$ cat src/rtl/mem_bus_arbiter.sv
`default_nettype none
// +----------------------------------------------------------------------------+
// | Module      : mem_bus_arbiter                                              |
// | Description : Shares a single memory bus between the instruction-fetch     |
// |               and data-access ports. Data has priority, bounded by a       |
// |               starvation counter; in-flight fetches can be cancelled.      |
// | Revision    : 1.0 - initial release                                        |
// +----------------------------------------------------------------------------+
module mem_bus_arbiter #(
   parameter int unsigned STARVE_MAX = 4
) (
   input  logic        clk,
   input  logic        resetn,
   input  logic        ireq_valid,
   input  logic [63:0] ireq_addr,
   input  logic [3:0]  ireq_len,
   input  logic        dreq_valid,
   input  logic        dreq_write,
   input  logic [63:0] dreq_addr,
   input  logic [2:0]  dreq_size,
   input  logic [7:0]  dreq_strobe,
   input  logic [63:0] dreq_data,
   input  logic        flush_i,
   output logic        oreq_valid,
   output logic        oreq_write,
   output logic [63:0] oreq_addr,
   output logic [2:0]  oreq_size,
   output logic [3:0]  oreq_len,
   output logic [7:0]  oreq_strobe,
   output logic [63:0] oreq_data,
   input  logic        oresp_ready,
   input  logic        oresp_last,
   input  logic [63:0] oresp_data,
   output logic        iresp_ready,
   output logic        iresp_last,
   output logic [63:0] iresp_data,
   output logic        dresp_ready,
   output logic        dresp_last,
   output logic [63:0] dresp_data,
   output logic        i_wait,
   output logic        d_wait
);

   typedef enum logic [1:0] {
      ST_IDLE    = 2'd0,
      ST_BUSY_I  = 2'd1,
      ST_BUSY_D  = 2'd2,
      ST_DRAIN_I = 2'd3
   } state_t;

   localparam logic [3:0] C_STARVE_MAX = 4'(STARVE_MAX);

   state_t      r_state;
   state_t      w_state_nxt;
   logic [3:0]  r_starve_cnt;
   logic        r_write;
   logic [63:0] r_addr;
   logic [2:0]  r_size;
   logic [3:0]  r_len;
   logic [7:0]  r_strobe;
   logic [63:0] r_data;

   logic w_last_beat;
   logic w_fetch_req;
   logic w_force_i;
   logic w_grant_d;
   logic w_grant_i;

   // Arbitration: data wins unless the fetch has waited STARVE_MAX data grants.
   assign w_last_beat = oresp_ready & oresp_last;
   assign w_fetch_req = ireq_valid & ~flush_i;
   assign w_force_i   = w_fetch_req & (r_starve_cnt == C_STARVE_MAX);
   assign w_grant_d   = (r_state == ST_IDLE) & dreq_valid & ~w_force_i;
   assign w_grant_i   = (r_state == ST_IDLE) & w_fetch_req & ~w_grant_d;

   // State register, starvation counter and latched request fields.
   always_ff @(posedge clk) begin
      if (!resetn) begin
         r_state      <= ST_IDLE;
         r_starve_cnt <= 4'd0;
         r_write      <= 1'b0;
         r_addr       <= 64'd0;
         r_size       <= 3'd0;
         r_len        <= 4'd0;
         r_strobe     <= 8'd0;
         r_data       <= 64'd0;
      end else begin
         r_state <= w_state_nxt;
         if (w_grant_d) begin
            r_write  <= dreq_write;
            r_addr   <= dreq_addr;
            r_size   <= dreq_size;
            r_len    <= 4'd0;
            r_strobe <= dreq_strobe;
            r_data   <= dreq_data;
            if (!ireq_valid)
               r_starve_cnt <= 4'd0;
            else if (r_starve_cnt < C_STARVE_MAX)
               r_starve_cnt <= r_starve_cnt + 4'd1;
         end else if (w_grant_i) begin
            r_write      <= 1'b0;
            r_addr       <= ireq_addr;
            r_size       <= 3'd3;
            r_len        <= ireq_len;
            r_strobe     <= 8'd0;
            r_data       <= 64'd0;
            r_starve_cnt <= 4'd0;
         end
      end
   end

   // Next-state and response routing; a flush hides fetch beats from the core.
   always_comb begin
      w_state_nxt = r_state;
      oreq_valid  = 1'b0;
      iresp_ready = 1'b0;
      iresp_last  = 1'b0;
      dresp_ready = 1'b0;
      dresp_last  = 1'b0;
      case (r_state)
         ST_IDLE: begin
            if (w_grant_d)
               w_state_nxt = ST_BUSY_D;
            else if (w_grant_i)
               w_state_nxt = ST_BUSY_I;
         end
         ST_BUSY_I: begin
            oreq_valid  = 1'b1;
            iresp_ready = oresp_ready & ~flush_i;
            iresp_last  = oresp_last & ~flush_i;
            if (w_last_beat)
               w_state_nxt = ST_IDLE;
            else if (flush_i)
               w_state_nxt = ST_DRAIN_I;
         end
         ST_BUSY_D: begin
            oreq_valid  = 1'b1;
            dresp_ready = oresp_ready;
            dresp_last  = oresp_last;
            if (w_last_beat)
               w_state_nxt = ST_IDLE;
         end
         ST_DRAIN_I: begin
            oreq_valid = 1'b1;
            if (w_last_beat)
               w_state_nxt = ST_IDLE;
         end
         default: w_state_nxt = ST_IDLE;
      endcase
   end

   assign oreq_write  = r_write;
   assign oreq_addr   = r_addr;
   assign oreq_size   = r_size;
   assign oreq_len    = r_len;
   assign oreq_strobe = r_strobe;
   assign oreq_data   = r_data;

   assign iresp_data = iresp_ready ? oresp_data : 64'd0;
   assign dresp_data = dresp_ready ? oresp_data : 64'd0;

   // Stalls drop in the same cycle the final beat is delivered.
   assign i_wait = ireq_valid & ~(iresp_ready & iresp_last);
   assign d_wait = dreq_valid & ~(dresp_ready & dresp_last);

endmodule
`default_nettype wire

$ cat config.mk
export PLATFORM = sky130hd
export DESIGN_NAME = mem_bus_arbiter
export DESIGN_NICKNAME = d
export VERILOG_FILES = /design/src/rtl/mem_bus_arbiter.sv
export SDC_FILE = /design/constraint.sdc
export NUM_CORES = 1
export LEC_CHECK = 0
export BUFFER_PORTS_ARGS = -buffer_cell sky130_fd_sc_hd__buf_2
export CORE_AREA = 2 2 219 221
export DETAILED_ROUTE_END_ITERATION = 7
export DIE_AREA = 0 0 221 223
export GPL_TIMING_DRIVEN = 0
export PLACE_DENSITY_LB_ADDON = 0.2
export SLEW_MARGIN = 10
export SYNTH_ARGS = -nofsm -noshare
export SYNTH_HDL_FRONTEND = slang
export SYNTH_SLANG_ARGS = --single-unit
$ cat constraint.sdc
create_clock -name clk -period 2 [get_ports clk]
set_input_delay 0.3 -clock clk [delete_from_list [all_inputs] [get_ports clk]]
set_output_delay 0.3 -clock clk [all_outputs]
set_load 0.05 [all_outputs]
==> results of run 1 <==
## cells in the mapped netlist, drive strengths merged, types with 2 or more instances
master | instances | area share
a21boi | 2 | 0.0029
a21oi | 68 | 0.053
a22o | 74 | 0.10
and2 | 129 | 0.13
and3b | 2 | 0.0027
buf | 32 | 0.033
clkbuf | 28 | 0.016
dfxtp | 150 | 0.47
ha | 2 | 0.0039
inv | 6 | 0.0035
mux2i | 68 | 0.11
nand2 | 3 | 0.0017
nand2b | 3 | 0.0041
nor2 | 9 | 0.0052
nor3 | 2 | 0.0023
o21ai | 68 | 0.053
o221a | 2 | 0.0035
## per-stage QoR
| step | setup slack [ns] | hold WS (ns) | power, uW | cells | setup TNS, ns |
|---|---|---|---|---|---|
| 4_1_cts | -0.170 | 0.0125 | 10600 | 1880 | -17.11 |
| 2_1_floorplan | -0.109 | 0.425 | 5790 | 662 | -0.109 |
| 3_5_place_dp | -0.349 | 0.458 | 6820 | 1834 | -53.96 |
| 3_3_place_gp | -0.350 | 0.455 | 6820 | 1834 | -48.06 |
| 6_report | -0.129 | 0.0496 | 10600 | 1891 | -10.02 |
| 5_1_grt | -0.195 | 0.0286 | 11100 | 1888 | -20.17 |
## how the worst max path moves through the flow
stage                                       endpoint                         start  depth (start not counted)
after floorplan                               i_wait       r_state[1]$_SDFFE_PN0P_                          3
after global placement                iresp_data[27]                       flush_i                          6
after detailed placement  oreq_data[37]$_SDFFE_PN0P_  r_starve_cnt[0]$_SDFFE_PN0P_                          8
after CTS                             dresp_data[55]       r_state[0]$_SDFFE_PN0P_                          5
after global routing                  dresp_data[54]       r_state[0]$_SDFFE_PN0P_                          6
final                                 iresp_data[48]       r_state[1]$_SDFFE_PN0P_                          5
## power by group
part | switching (uW) | internal (uW) | leakage (uW)
clock | 1360 | 2060 | 0.000291
combinational | 2470 | 1260 | 0.00448
sequential | 159 | 3310 | 0.00124
## cell families after synthesis
| group | count (synthesis) |
|---|---|
| AOI/OAI and AO/OA | 220 |
| adders and majority gates | 2 |
| buffers and inverters | 66 |
| DFF | 150 |
| muxes | 68 |
| and+or+nand+nor | 156 |
## flip-flops by register name (all words and copies together), names as in the netlist
register / cells
oreq_addr: 64
oreq_data: 64
oreq_strobe: 8
oreq_len: 4
r_starve_cnt: 4
oreq_size: 3
r_state: 2
oreq_write: 1
## area by class of cell
cell class,count,area share
tap,615,0.0609
multi-input combinational,446,0.271
antenna,3,0.000594
timing repair buffer,582,0.338
clock inverter,10,0.0114
inverter,6,0.00178
clock buffer,20,0.0370
sequential,150,0.238
buffer,59,0.0402
## metal layers
| layer | vias up | track usage | share of wire |
|---|---|---|---|
| li1 | 3558 | - | - |
| met1 | 3437 | 0.156 | 0.44 |
| met2 | 312 | 0.203 | 0.48 |
| met3 | 20 | 0.0454 | 0.074 |
| met4 | 2 | 0.0327 | 0.011 |
| met5 | - | 0 | 0.00031 |
## critical path: stages (launching register included)
cell and delay [ns]:
dfxtp_4 0.36, and4bb_4 0.39, buf_12 0.15, clkbuf_16 0.15, and2_4 0.17, buf_8 0.14
## timing repair
item	in CTS	in global routing
endpoints found under the setup margin	276	233
pin swaps	44	22
setup buffers	8	7
resized for setup	447	117
gates cloned	8	2
==> flow_metrics.tcl, run 1 <==
set metrics [dict create \
    die_w_um 221 \
    critPathMaxFanout 10 \
    cellPowerDensity_nw_per_um2 840 \
    reg2reg_depth 10 \
    ff_latch_area_um2 3010 \
    hold_path.startpoint "dreq_data[53]" \
    cts_root_buf "clkbuf_16" \
    final_nets 1543 \
    finalSetupViolCount 123 \
    vias 7329 \
    start_util 0.137 \
    startpoint_type "register" \
    die-area_um2 49300 \
    gp_congestion 0.847 \
    layout_commonest_cell "buf_2" \
    async_reset_ff_frac 0 \
    clk_latency_ns 0.45 \
    layout-drive-gt1-share 0.610 \
    final_util 0.268 \
    final_cell_mix "buf_2, dfxtp_1, buf_8" \
    slew_headroom 0.516 \
    yosys_register_bits 150 \
    fill_cells 5092 \
    setup_slack_ns -0.129 \
    clockBufferDepth 2 \
    status "complete, but fails checks" \
    grt_pass1_vias 7106 \
    max_freq_ghz 0.470 \
    cts_tree "done" \
    ys_seq_area_frac 0.466 \
    fin_area_um2 12600 \
    synthAdderAreaFrac 0.00388 \
    dieHeight_um 223 \
    multiInputGateArea_um2 3430 \
    drt_iter0_drc 278 \
    synth_cells 662 \
    worstReg2RegStart "r_state[0]$_SDFFE_PN0P_" \
    synth_edf_count 0 \
    finalMaxSlewViolations 0 \
    cellLeakagePower_uw 0.00601 \
    cap_violations 0 \
    firstDrtPassIters 4 \
    drt_wl_total_um 32400 \
    rr_endpoint "oreq_addr[13]$_SDFFE_PN0P_" \
    ys.flop_type "dfxtp_1" \
    synth_warnings 0 \
    synth_top_family_by_area "compound AO/OA/AOI/OAI gates" \
    clkTransAtPathRegs_ns 0.07 \
    violations "setup timing" \
    cts_buffers 17 \
    core_area_um2 47100 \
    place_hpwl_um 25100 \
    yosysUniqueCellTypes 38 \
    hold-path-cell-count 2 \
    rows 80 \
    finalClockSkew_ns 0.0177 \
    peakVddDrop_mv 0.501 \
    synthMuxAreaShare 0.106 \
    synth.avg_cell_area_um2 9.74 \
    rrSetupSlack_ns 0.09 \
    post-route-period-util 1.06 \
    synth_compound_area_frac 0.220 \
    routed_via_density 3.88 \
    min_period_ns 2.13 \
    holdCritPathClass "primary input to register" \
    htreeDepth 4 \
    synth.cell_area_um2 6450 \
    tightest_slew_ns 0.726 \
    syn_nets 943 \
    synth-xor-area-share 0 \
    grt_max_degree 17 \
    dpl_cell_area_um2 10000 \
    grt.total_usage 0.125 \
    worst_ep_arrival_time_ns 1.83 \
    whs_endpoint "oreq_data[53]$_SDFFE_PN0P_" \
    yosys.area_share.simple 0.152 \
    postCtsHoldBufs 0 \
    ios 558 \
    antenna_found_initial 4 \
    hold_viol_final 0 \
    cts.sinks 150 \
    rsz0062_at_grt "true" \
    crit_path_end_kind "output pin" \
    grt_overflow 0 \
    drcViolationCount 0 \
    synthToLayoutAreaGrowth_pct 95.8 \
    wl_per_cell_um 17.2 \
    numPortBuffers 557 \
    path_class "register to output pin" \
    required_ns 1.70 \
    postRouteAntennaNets 0 \
    grt_pass1_wl_um 46500 \
]
Power figures use the tool's default switching activity.
==> run 2: changes to the inputs <==
Settings changed: GPL_TIMING_DRIVEN 0 to 1.
==> run 2 against run 1 <==
Effect of this change: the run still ends with setup timing left; sequential cell count unchanged; clock-buffer cell count decreased by 1; global-route usage fell by 1.4 points; via count fell by 3.6%; fmax is 2.6% higher; worst hold slack better by 0.0048 ns; largest power group unchanged; routed wire length fell by 7.7%; first-iteration DRC count decreased by 12%; total power grew 0.59%; cell count decreased by 2.4%; register-to-register slack improved by 0.14 ns.
==> flow_metrics.tcl, run 2 (synthesized netlist as in run 1, its figures left out) <==
set metrics [dict create \
    worst_ep_arrival_time_ns 1.78 \
    status "complete, but fails checks" \
    fill_cells 5129 \
    finalMaxSlewViolations 0 \
    grt_overflow 0 \
    rrSetupSlack_ns 0.23 \
    min_period_ns 2.08 \
    firstDrtPassIters 4 \
    die-area_um2 49300 \
    rows 80 \
    path_cells "and4bb_4, clkbuf_16, and2_1, buf_6" \
    cts_buffers 17 \
    peakVddDrop_mv 0.521 \
    setup_slack_ns -0.0751 \
    postRouteAntennaNets 0 \
    path_class "register to output pin" \
    finalClockSkew_ns 0.0156 \
    drt_wl_total_um 29900 \
    numPortBuffers 557 \
    clkTransAtPathRegs_ns 0.07 \
    required_ns 1.70 \
    grt_pass1_wl_um 41800 \
    layout-drive-gt1-share 0.564 \
    reg2reg_depth 6 \
    holdCritPathClass "primary input to register" \
    cts.sinks 150 \
    post-route-period-util 1.04 \
    rsz0062_at_grt "true" \
    cap_violations 0 \
    vias 7066 \
    final_cell_mix "buf_2, dfxtp_1, buf_6" \
    place_hpwl_um 21800 \
    final_nets 1499 \
    wl_per_cell_um 16.2 \
    crit_path_max_incr_delay_ns 0.38 \
    crit_path_top_delay_cell "and4bb_4" \
    cts_root_buf "clkbuf_16" \
    start_util 0.137 \
    slew_headroom 0.754 \
    dpl_cell_area_um2 10100 \
    postCtsHoldBufs 0 \
    grt_max_degree 74 \
    clockBufferDepth 2 \
    layout_commonest_cell "buf_2" \
    routed_via_density 3.83 \
    worstReg2RegStart "r_state[0]$_SDFFE_PN0P_" \
    gp_congestion 0.850 \
    finalSetupViolCount 82 \
    hold-path-cell-count 2 \
    clk_latency_ns 0.45 \
    synthToLayoutAreaGrowth_pct 87.4 \
    ios 558 \
    grt.total_usage 0.111 \
    dp_cells 1801 \
    cellLeakagePower_uw 0.00574 \
    dieHeight_um 223 \
    critPathMaxFanout 33 \
    grt_pass1_vias 6646 \
    tightest_slew_ns 0.368 \
    core_area_um2 47100 \
    cts_tree "done" \
    antenna_found_initial 2 \
    max_freq_ghz 0.482 \
    crit_path_end_kind "output pin" \
    startpoint_type "register" \
    die_w_um 221 \
    fin_area_um2 12100 \
    cellPowerDensity_nw_per_um2 883 \
    hold_path.startpoint "dreq_data[0]" \
    drt_iter0_drc 246 \
    final_cells 1846 \
    drcViolationCount 0 \
    htreeDepth 4 \
    whs_endpoint "oreq_data[0]$_SDFFE_PN0P_" \
    hold_viol_final 0 \
    violations "setup timing" \
    rr_endpoint "oreq_data[18]$_SDFFE_PN0P_" \
]
run 2: cell count changes in the layout (fill, tap and decap cells not counted), moves of 4 or more:
cell,previous run,this run
buf_12,6,17
and2_4,101,52
buf_8,109,37
clkbuf_1,11,1
clkbuf_8,9,1
buf_6,35,93
and2_1,28,77
buf_2,438,425
buf_4,24,20
clkbuf_4,6,0
run 2: through the flow:
| stage | hold slack, ns | total power [uW] | util | setup slack, ns | setup TNS (ns) |
|---|---|---|---|---|---|
| 6_report | 0.0544 | 10700 | 0.256 | -0.0751 | -2.92 |
| 5_1_grt | 0.0252 | 11100 | 0.256 | -0.124 | -8.35 |
| 4_1_cts | 0.00649 | 10800 | 0.248 | -0.131 | -10.14 |
| 3_5_place_dp | 0.459 | 6830 | 0.214 | 0.223 | 0 |
| 3_3_place_gp | 0.457 | 6830 | 0.214 | 0.217 | 0 |
| 2_1_floorplan | 0.425 | 5790 | - | -0.109 | -0.109 |
run 2: area by class of cell:
type / count / area (um^2) / area share
multi-input combinational: 446 / 3290 / 0.272
clock inverter: 12 / 200 / 0.0166
antenna: 1 / 2.50 / 0.000207
clock buffer: 19 / 443 / 0.0367
timing repair buffer: 597 / 4350 / 0.360
tap: 615 / 769 / 0.0637
inverter: 6 / 22.5 / 0.00186
sequential: 150 / 3010 / 0.249
run 2: worst max-delay path by stage:
stage / depth (start not counted) / start / to
after floorplan: 3 / r_state[1]$_SDFFE_PN0P_ / i_wait
after global placement: 8 / r_starve_cnt[1]$_SDFFE_PN0P_ / oreq_addr[39]$_SDFFE_PN0P_
after detailed placement: 8 / r_starve_cnt[1]$_SDFFE_PN0P_ / oreq_addr[39]$_SDFFE_PN0P_
after CTS: 6 / r_state[0]$_SDFFE_PN0P_ / d_wait
after global routing: 6 / r_state[0]$_SDFFE_PN0P_ / dresp_data[62]
final: 4 / r_state[1]$_SDFFE_PN0P_ / iresp_data[11]
run 2: critical path: cells and delay by family (launching register included):
| kind | cells | cell delay, ns |
|---|---|---|
| flip-flops | 1 | 0.35 |
| AND/OR/NAND/NOR | 2 | 0.56 |
| buffers and inverters | 2 | 0.40 |
run 2: timing repair:
action,CTS,global route
buffers inserted,6,2
resized for setup,266,95
endpoints found under the setup margin,132,131
endpoints found under the hold margin,0,0
cloned,3,4
pin swaps,2,22
run 2: report_power, final:
part | total, uW | switching [uW] | leakage (uW) | internal, uW
Combinational | 3610 | 2410 | 0.00420 | 1200
Sequential | 3470 | 157 | 0.00124 | 3310
Clock | 3590 | 1350 | 0.000306 | 2240
run 2: routing by layer:
layer  global-route usage  share of wire  vias to the layer above
li1                     -              -                     3461
met1                0.141           0.44                     3245
met2                0.173           0.47                      334
met3               0.0395          0.079                       26
met4               0.0411          0.015                        0
met5                    0              0                        -
